## config.mk

```make
export PLATFORM = sky130hd
export DESIGN_NAME = fake_signal_gen
export DESIGN_NICKNAME = d
export VERILOG_FILES = /design/src/rtl/fake_signal_gen.sv
export SDC_FILE = /design/constraint.sdc
export NUM_CORES = 1
export LEC_CHECK = 0
export ABC_CLOCK_PERIOD_IN_PS = 8900
export BUFFER_PORTS_ARGS = -buffer_cell sky130_fd_sc_hd__buf_2
export CAP_MARGIN = 20
export CORE_UTILIZATION = 57
export CTS_BUF_LIST = sky130_fd_sc_hd__clkbuf_2 sky130_fd_sc_hd__clkbuf_4 sky130_fd_sc_hd__clkbuf_8
export CTS_CLUSTER_DIAMETER = 150
export DETAILED_ROUTE_END_ITERATION = 6
export GPL_ROUTABILITY_DRIVEN = 0
export PLACE_DENSITY = 0.83
export SYNTH_ARGS = -nofsm -noshare
export SYNTH_HDL_FRONTEND = slang
export SYNTH_SLANG_ARGS = --single-unit
```

## constraint.sdc

```tcl
create_clock -name CLK -period 8.9 [get_ports CLK]
set_clock_uncertainty 0.1 [all_clocks]
set_input_delay 0.445 -clock CLK [delete_from_list [all_inputs] [get_ports CLK]]
set_output_delay 0.445 -clock CLK [all_outputs]
set_load 0.05 [all_outputs]
```

## src/rtl/fake_signal_gen.sv

```systemverilog
// Fake ADC pulse injector: passes packed HG/LG words through or substitutes a
// programmable synthetic pulse train on masked channels.
module fake_signal_gen #(
  parameter int NCHAN    = 5,
  parameter int ADC_BITS = 12,
  parameter int LG_SHIFT = 5,
  parameter int CNT_BITS = 32
) (
  input  logic                        CLK,
  input  logic                        RST_N,
  input  logic                        ENABLE,
  input  logic [1:0]                  MODE,
  input  logic [NCHAN-1:0]            CHAN_MASK,
  input  logic [CNT_BITS-1:0]         PERIOD,
  input  logic [CNT_BITS-1:0]         PERIOD2,
  input  logic [15:0]                 PULSE_WIDTH,
  input  logic [ADC_BITS-1:0]         AMPLITUDE,
  input  logic [ADC_BITS-1:0]         PEDESTAL,
  input  logic [7:0]                  BURST_LEN,
  input  logic [NCHAN*2*ADC_BITS-1:0] ADC_IN,
  output logic [NCHAN*2*ADC_BITS-1:0] ADC_OUT,
  output logic                        PULSE_ACTIVE,
  output logic [CNT_BITS-1:0]         PULSE_COUNT
);

  localparam int WORD = 2 * ADC_BITS;
  localparam int WB   = (CNT_BITS > 16) ? CNT_BITS : 16;
  localparam logic [CNT_BITS-1:0] ONE = CNT_BITS'(1);
  localparam logic [CNT_BITS-1:0] TWO = CNT_BITS'(2);

  logic                  en_d;
  logic [CNT_BITS-1:0]   phase;
  logic [CNT_BITS-1:0]   p_sh, w_sh;
  logic [ADC_BITS-1:0]   amp_sh;
  logic                  ramp_sh;
  logic [ADC_BITS-1:0]   v;
  logic [7:0]            burst_cnt;
  logic                  toggle;

  logic                  mode2_live, phase0, start, ramp_cur;
  logic [CNT_BITS-1:0]   p_raw, p_live, w_live, p_cur, w_cur, phase_next;
  logic [WB-1:0]         width_ext, p_limit;
  logic [ADC_BITS-1:0]   amp_cur, v_next, v_lg, hg, lg;
  logic [ADC_BITS:0]     hg_sum, lg_sum;
  logic [NCHAN*WORD-1:0] out_next;

  // At phase 0 the live inputs are the config for the pulse starting now; the
  // shadow copy carries them for the rest of the period.
  always_comb begin
    mode2_live = (MODE == 2'd2);
    p_raw      = (mode2_live && toggle) ? PERIOD2 : PERIOD;
    p_live     = (p_raw < TWO) ? TWO : p_raw;
    width_ext  = WB'(PULSE_WIDTH);
    p_limit    = WB'(p_live - ONE);
    w_live     = (width_ext < p_limit) ? CNT_BITS'(width_ext) : (p_live - ONE);
    phase0     = (phase == '0);
    p_cur      = phase0 ? p_live : p_sh;
    w_cur      = phase0 ? w_live : w_sh;
    amp_cur    = phase0 ? AMPLITUDE : amp_sh;
    ramp_cur   = phase0 ? (MODE == 2'd1) : ramp_sh;
    start      = phase0 && (w_cur != '0);
    phase_next = (phase == p_cur - ONE) ? '0 : phase + ONE;
    v_next     = '0;
    if (phase < w_cur) begin
      if (ramp_cur) v_next = (v < amp_cur) ? v + ADC_BITS'(1) : amp_cur;
      else          v_next = amp_cur;
    end
  end

  // Saturating sample arithmetic and per-channel substitution.
  always_comb begin
    v_lg     = v >> LG_SHIFT;
    hg_sum   = {1'b0, PEDESTAL} + {1'b0, v};
    lg_sum   = {1'b0, PEDESTAL} + {1'b0, v_lg};
    hg       = hg_sum[ADC_BITS] ? '1 : hg_sum[ADC_BITS-1:0];
    lg       = lg_sum[ADC_BITS] ? '1 : lg_sum[ADC_BITS-1:0];
    out_next = ADC_IN;
    for (int ch = 0; ch < NCHAN; ch++) begin
      if (ENABLE && CHAN_MASK[ch]) out_next[ch*WORD +: WORD] = {hg, lg};
    end
  end

  always_ff @(posedge CLK or negedge RST_N) begin
    if (!RST_N) begin
      ADC_OUT <= '0;
      en_d    <= 1'b0;
    end else begin
      ADC_OUT <= out_next;
      en_d    <= ENABLE;
    end
  end

  always_ff @(posedge CLK or negedge RST_N) begin
    if (!RST_N) begin
      phase   <= '0;
      v       <= '0;
      p_sh    <= '0;
      w_sh    <= '0;
      amp_sh  <= '0;
      ramp_sh <= 1'b0;
    end else if (!ENABLE) begin
      phase <= '0;
      v     <= '0;
    end else begin
      phase <= phase_next;
      v     <= v_next;
      if (phase0) begin
        p_sh    <= p_live;
        w_sh    <= w_live;
        amp_sh  <= AMPLITUDE;
        ramp_sh <= (MODE == 2'd1);
      end
    end
  end

  // The count restarts on the first enabled cycle, which is itself a pulse start.
  always_ff @(posedge CLK or negedge RST_N) begin
    if (!RST_N) begin
      PULSE_COUNT <= '0;
    end else if (ENABLE) begin
      if (!en_d)      PULSE_COUNT <= start ? ONE : '0;
      else if (start) PULSE_COUNT <= PULSE_COUNT + ONE;
    end
  end

  // Period selection reads the old toggle, so a burst's last pulse keeps its spacing.
  always_ff @(posedge CLK or negedge RST_N) begin
    if (!RST_N) begin
      burst_cnt <= '0;
      toggle    <= 1'b0;
    end else if (!ENABLE) begin
      burst_cnt <= '0;
      toggle    <= 1'b0;
    end else if (start && mode2_live && (BURST_LEN != 8'd0)) begin
      if (burst_cnt + 8'd1 == BURST_LEN) begin
        burst_cnt <= '0;
        toggle    <= ~toggle;
      end else begin
        burst_cnt <= burst_cnt + 8'd1;
      end
    end
  end

  assign PULSE_ACTIVE = (v != '0);

endmodule

```

Word-level counts from Yosys, hierarchy flattened. Cells that the tools add are included.

$add $sub $neg: 8. Order comparisons: 4. Eq/ne operators: 7. Muxes and demuxes: 29. Bitwise gates (word level): 1. Reductions and logical operators: 15.

Operators by type and width (number): two-way mux 32 bit (9); two-way mux 24 bit (5); two-way mux 12 bit (7); adder 32 x 1 -> 32 bit, second input constant (2); subtractor 32 x 1 -> 32 bit, second input constant (2); == test 32 bit (1); zero test 32 bit (1); < comparator 16 x 32 -> 1 bit (1); < comparator 32 x 2 -> 1 bit, second input constant (1); < comparator 32 bit (1); nonzero test 32 bit (1); two-way mux 8 bit (3); adder 12 x 12 -> 13 bit (1); adder 12 x 7 -> 13 bit (1); adder 12 x 1 -> 12 bit, second input constant (1); < comparator 12 bit (1); nonzero test 12 bit (1); logical AND 1 bit (9); adder 8 x 1 -> 8 bit, second input constant (1); == test 8 bit (1); nonzero test 8 bit (1); != test 2 x 1 -> 1 bit, second input constant (3); two-way mux 1 bit (5); AND reduction 2 bit (2); other kinds (3) (3).

Register bits after elaboration: 283. Bits of input ports: 242. Output and inout bits: 153. Word-level logic and storage cells: 75.

Depth between registers and ports, before layout.
Depth after elaboration: 15. Depth in mapped cells: 42. Gate-level depth less buffers: 37.

Worst setup path after synthesis. No wires, ideal clock.

Path type: input-to-reg. Start: in PERIOD2[16]. End: reg v[10]. Setup time: 0.094 ns. Arrival: 7.468 ns. Required time: 8.706 ns. Path slack: 1.238 ns. Stages on the path: 39. Path through: or4_4 -> or4_4 -> a21oi_2 -> a21boi_2 -> or2_2 -> ha_1 -> nand2_1 -> a21oi_1 -> xnor2_1 -> inv_1 -> ha_1 -> nand3_1 -> or2_2 -> or3_1 -> o21ai_0 -> o311ai_0 -> o211a_1 -> or2_1 -> [... 3 more ...] -> a21oi_1 -> nor2_1 -> a21oi_1 -> ha_1 -> nor2b_1 -> o21ai_0 -> nand2b_1 -> a21oi_1 -> nor2b_1 -> o21ai_0 -> nand2b_1 -> a21oi_1 -> o21a_1 -> a211oi_1 -> a2111oi_0 -> clkbuf_1 -> o21ai_0 -> a211oi_1.

Longest elaborated chain between the ends: 10.

Ends and longest elaborated chain: start, declared (line 15) `input logic [CNT_BITS-1:0] PERIOD2,`; two-way mux 32 bit (*) (line 51) `p_raw = (mode2_live && toggle) ? PERIOD2 : PERIOD;`; < comparator 32 x 2 -> 1 bit (line 52) `p_live = (p_raw < TWO) ? TWO : p_raw;`; two-way mux 32 bit (*) (line 52); subtractor 32 x 1 -> 32 bit (*) (line 54, 55); < comparator 16 x 32 -> 1 bit (line 55) `w_live = (width_ext < p_limit) ? CNT_BITS'(width_ext) : (p_live - ONE);`; two-way mux 32 bit (*) (line 55); two-way mux 32 bit (*); < comparator 32 bit (*) (line 64) `if (phase < w_cur) begin`; two-way mux 12 bit (*) (line 64); two-way mux 12 bit (*) (line 101) `end else if (!ENABLE) begin`; end signal, assigned (line 106) `v <= v_next;`; end, declared (line 36) `logic [ADC_BITS-1:0] v;`.

Mark *: on every way between the ends. The rest lies on a longest branch, timed or not. A chain may end at the register's enable or synchronous reset.

Final worst setup path.
Start: reg toggle. End: reg v[11].

Longest elaborated chain between the ends: 11.

Ends and longest elaborated chain: start, declared (line 38) `logic toggle;`; start signal, assigned (line 137) `toggle <= ~toggle;`; logical AND 1 bit (*) (line 51); two-way mux 32 bit (*) (line 51); < comparator 32 x 2 -> 1 bit (line 52); two-way mux 32 bit (*) (line 52); subtractor 32 x 1 -> 32 bit (*) (line 54, 55); < comparator 16 x 32 -> 1 bit (line 55); two-way mux 32 bit (*) (line 55); two-way mux 32 bit (*); < comparator 32 bit (*) (line 64); two-way mux 12 bit (*) (line 64); two-way mux 12 bit (*) (line 101).

Marks and branches as above.

==> flow_metrics.tcl <==
set metrics [dict create \
    core_mm2 0.02980 \
    io_pins 395 \
    cts_num_sinks 283 \
    clkTransAtPathRegs_ns 0.07 \
    worstSetupPathType "flip-flop to flip-flop" \
    finalHoldViolations 0 \
    drtPass1Iterations 6 \
    grt_overflow 0 \
    end_kind "flip-flop" \
    max_stage_delay_ns 0.59 \
    outcome "finished, final reports clean" \
    drc 0 \
    port_buffers 394 \
    r2r-start "toggle" \
    reg2reg_slack_ns 0.65 \
    async_reset_ff_frac 1.000 \
    synth_area_mm2 0.01732 \
    die_w_um 176.3 \
    design.die.area_mm2 0.03109 \
    fp-row-count 63 \
    die_y_um 176.3 \
    hpwl_mm 40.53 \
    crit_top_cell "a21oi_1" \
    maxSlewViolCount 0 \
    finish.utilization 0.7015 \
    cp_top_family "compound AO/OA/AOI/OAI gates" \
    synth_cells 1963 \
    ys.flop_type "dfrtp_1" \
    ys_types 75 \
    grt_max_degree 134 \
    max-cap-violations 0 \
    max-slew-margin-rel 0.2533 \
    clkLatencyLatePin_ns 0.58 \
    drt_iter0_drc 1625 \
    rr_endpoint "v[11]" \
    finalCriticalPeriod_ns 8.249 \
    start_util 0.5813 \
    grt_first_pass_wirelength_mm 85.11 \
    wire_per_inst_um 19.75 \
    grtUsageTotal 0.3456 \
    period_share 0.9268 \
    antenna_left 0 \
    wl_mm 54.86 \
    final.fill_count 2326 \
    max_freq_mhz 121.2 \
    cts_buffers 48 \
    path_max_fanout 16 \
    final_common_cell "buf_2" \
    hp-class "input port to flip-flop" \
    cp-start-kind "flip-flop" \
    syn_avg_cell_area_um2 8.823 \
    p_leak_nw 9.871 \
    final_cell_mix "393 x buf_2, 283 x dfrtp_1, 259 x nor2_1" \
    hold_start "ADC_IN[88]" \
    setup_viol 0 \
    required_ns 9.26 \
    worst-path-buf-inv 3 \
    worst_slew_pin_slew_ns 1.118 \
    h-tree-depth 2 \
    grt_pass1_vias 16380 \
    hold_depth 3 \
    drive_gt1_frac 0.2307 \
    ff2ff_path_depth 39 \
    final_nets 2678 \
    slowest_stage "or4_1" \
    yosysWarnings 0 \
    syn-num-nets 2290 \
    ys_seq_elements 283 \
    fin_setup_tns_ns 0 \
    yosysSeqAreaShare 0.4089 \
    peakVddDrop_mv 0.1578 \
    hold_path_end "ADC_OUT[88]" \
    powerDensity_mw_per_mm2 202.3 \
    vias_per_cell 6.072 \
    max-clock-path-buffers 3 \
    antenna_found_initial 4 \
    area_growth_pct 20.68 \
    cts_tree "yes" \
    vias 16870 \
    crit_arrival_ns 8.60 \
    synth_edf_count 0 \
    clock-root-buffer "clkbuf_8" \
]
## cells by family (layout without fill, tap and decap cells)
logic type | count (synthesis) | in the layout | share of synthesized area
xor+xnor | 128 | 128 | 0.06473
other cells | 0 | 4 | 0
mux | 90 | 90 | 0.05411
buf+inv | 147 | 568 | 0.03417
fa+ha+maj | 85 | 85 | 0.06227
simple gates | 756 | 756 | 0.2133
flops | 283 | 283 | 0.4089
compound gates | 474 | 474 | 0.1626
## sequential cells by signal (all words and copies together), names as in the netlist
name	flops
amp_sh	12
p_sh	32
burst_cnt	8
PULSE_COUNT	32
w_sh	32
toggle	1
ramp_sh	1
phase	32
ADC_OUT	120
v	12
en_d	1
## worst max-delay path by stage
stage	from	end	slack (ns)	cells after the start
after detailed placement	PERIOD2[16]	v[11]	0.37	39
after global routing	toggle	v[11]	-0.04	39
after global placement	PERIOD2[16]	v[9]	0.80	39
after floorplan	PERIOD2[16]	v[10]	1.24	39
after CTS	toggle	v[11]	0.55	39
final	toggle	v[11]	0.65	39
## tightest hold or removal path, cell delays in order
cell     delay [ns]
buf_2          0.07
nor2_1         0.03
a21oi_1        0.10
## stage by stage
stage          hold WS, ns  worst slack (ns)  power (W)  cell area, µm²  std cells
2_1_floorplan      0.04941             1.238   0.002536           17320       1963
3_3_place_gp        0.3551            0.8016   0.002913           19530       2662
3_5_place_dp        0.3697            0.3682   0.002957           19530       2662
4_1_cts         0.00008893            0.5544   0.004212           20790       2768
5_1_grt           0.009623          -0.03705   0.004422           20900       2778
6_report           0.01804            0.6514   0.004228           20900       2778
## repair_timing
action / in CTS / in global routing
buffers inserted: 0 / 3
hold buffers: 23 / 1
endpoints found under the setup margin: 0 / 12
resized for setup: 0 / 4
hold endpoints to repair: 153 / 1
## synth_stat cells (all sizes together) (5+ instances only)
| library cell | instances | area [µm²] |
|---|---|---|
| o31ai | 12 | 90.09 |
| o211ai | 15 | 112.6 |
| a21boi | 6 | 48.79 |
| ha | 83 | 1039 |
| xor2 | 47 | 411.6 |
| o21bai | 5 | 37.54 |
| or4 | 14 | 112.6 |
| nor2b | 15 | 93.84 |
| o21a | 14 | 105.1 |
| o211a | 5 | 50.05 |
| clkbuf | 73 | 274.0 |
| a211oi | 18 | 135.1 |
| nand2b | 16 | 100.1 |
| or2 | 7 | 43.79 |
| a31oi | 10 | 62.56 |
| mux2i | 61 | 610.6 |
| and3 | 31 | 193.9 |
| nor4 | 35 | 219.0 |
| nor3 | 50 | 250.2 |
| inv | 43 | 161.4 |
| buf | 30 | 152.6 |
| a21o | 16 | 120.1 |
| nor2 | 260 | 975.9 |
| a21oi | 221 | 1110 |
| and2 | 29 | 181.4 |
| o21ai | 103 | 515.5 |
| nand3 | 65 | 337.8 |
| mux2 | 29 | 326.6 |
| nor4b | 22 | 198.9 |
| a2111oi | 5 | 43.79 |
| nand2 | 153 | 574.3 |
| dfrtp | 283 | 7082 |
| a211o | 15 | 131.4 |
| or3 | 13 | 81.33 |
| xnor2 | 81 | 709.4 |
| nand4 | 28 | 175.2 |
## metal layers
metal | wire (µm) | up-vias | track usage | share of wire
li1 | - | 7789 | - | -
met1 | 21070 | 8044 | 0.4209 | 0.38
met2 | 26940 | 858 | 0.5876 | 0.49
met3 | 4014 | 177 | 0.05405 | 0.073
met4 | 2826 | 0 | 0.1870 | 0.052
met5 | 0 | - | 0 | 0
## final cells by class
class / count / area (µm²) / share of cell area
diodes: 4 / 10.01 / 0.0004789
clock buffers: 73 / 942.2 / 0.04507
clock inverters: 10 / 90.09 / 0.004310
inverters: 44 / 165.2 / 0.007901
multi-input cells: 1533 / 9691 / 0.4636
flip-flops and latches: 283 / 7082 / 0.3388
well taps: 390 / 488.0 / 0.02334
repair buffers: 441 / 2435 / 0.1165
## power breakdown
part / internal, W / switching [W]
Combinational: 0.000437 / 0.000965
Clock: 0.000705 / 0.000541
Sequential: 0.00145 / 0.000127
Power figures use the tool's default switching activity.
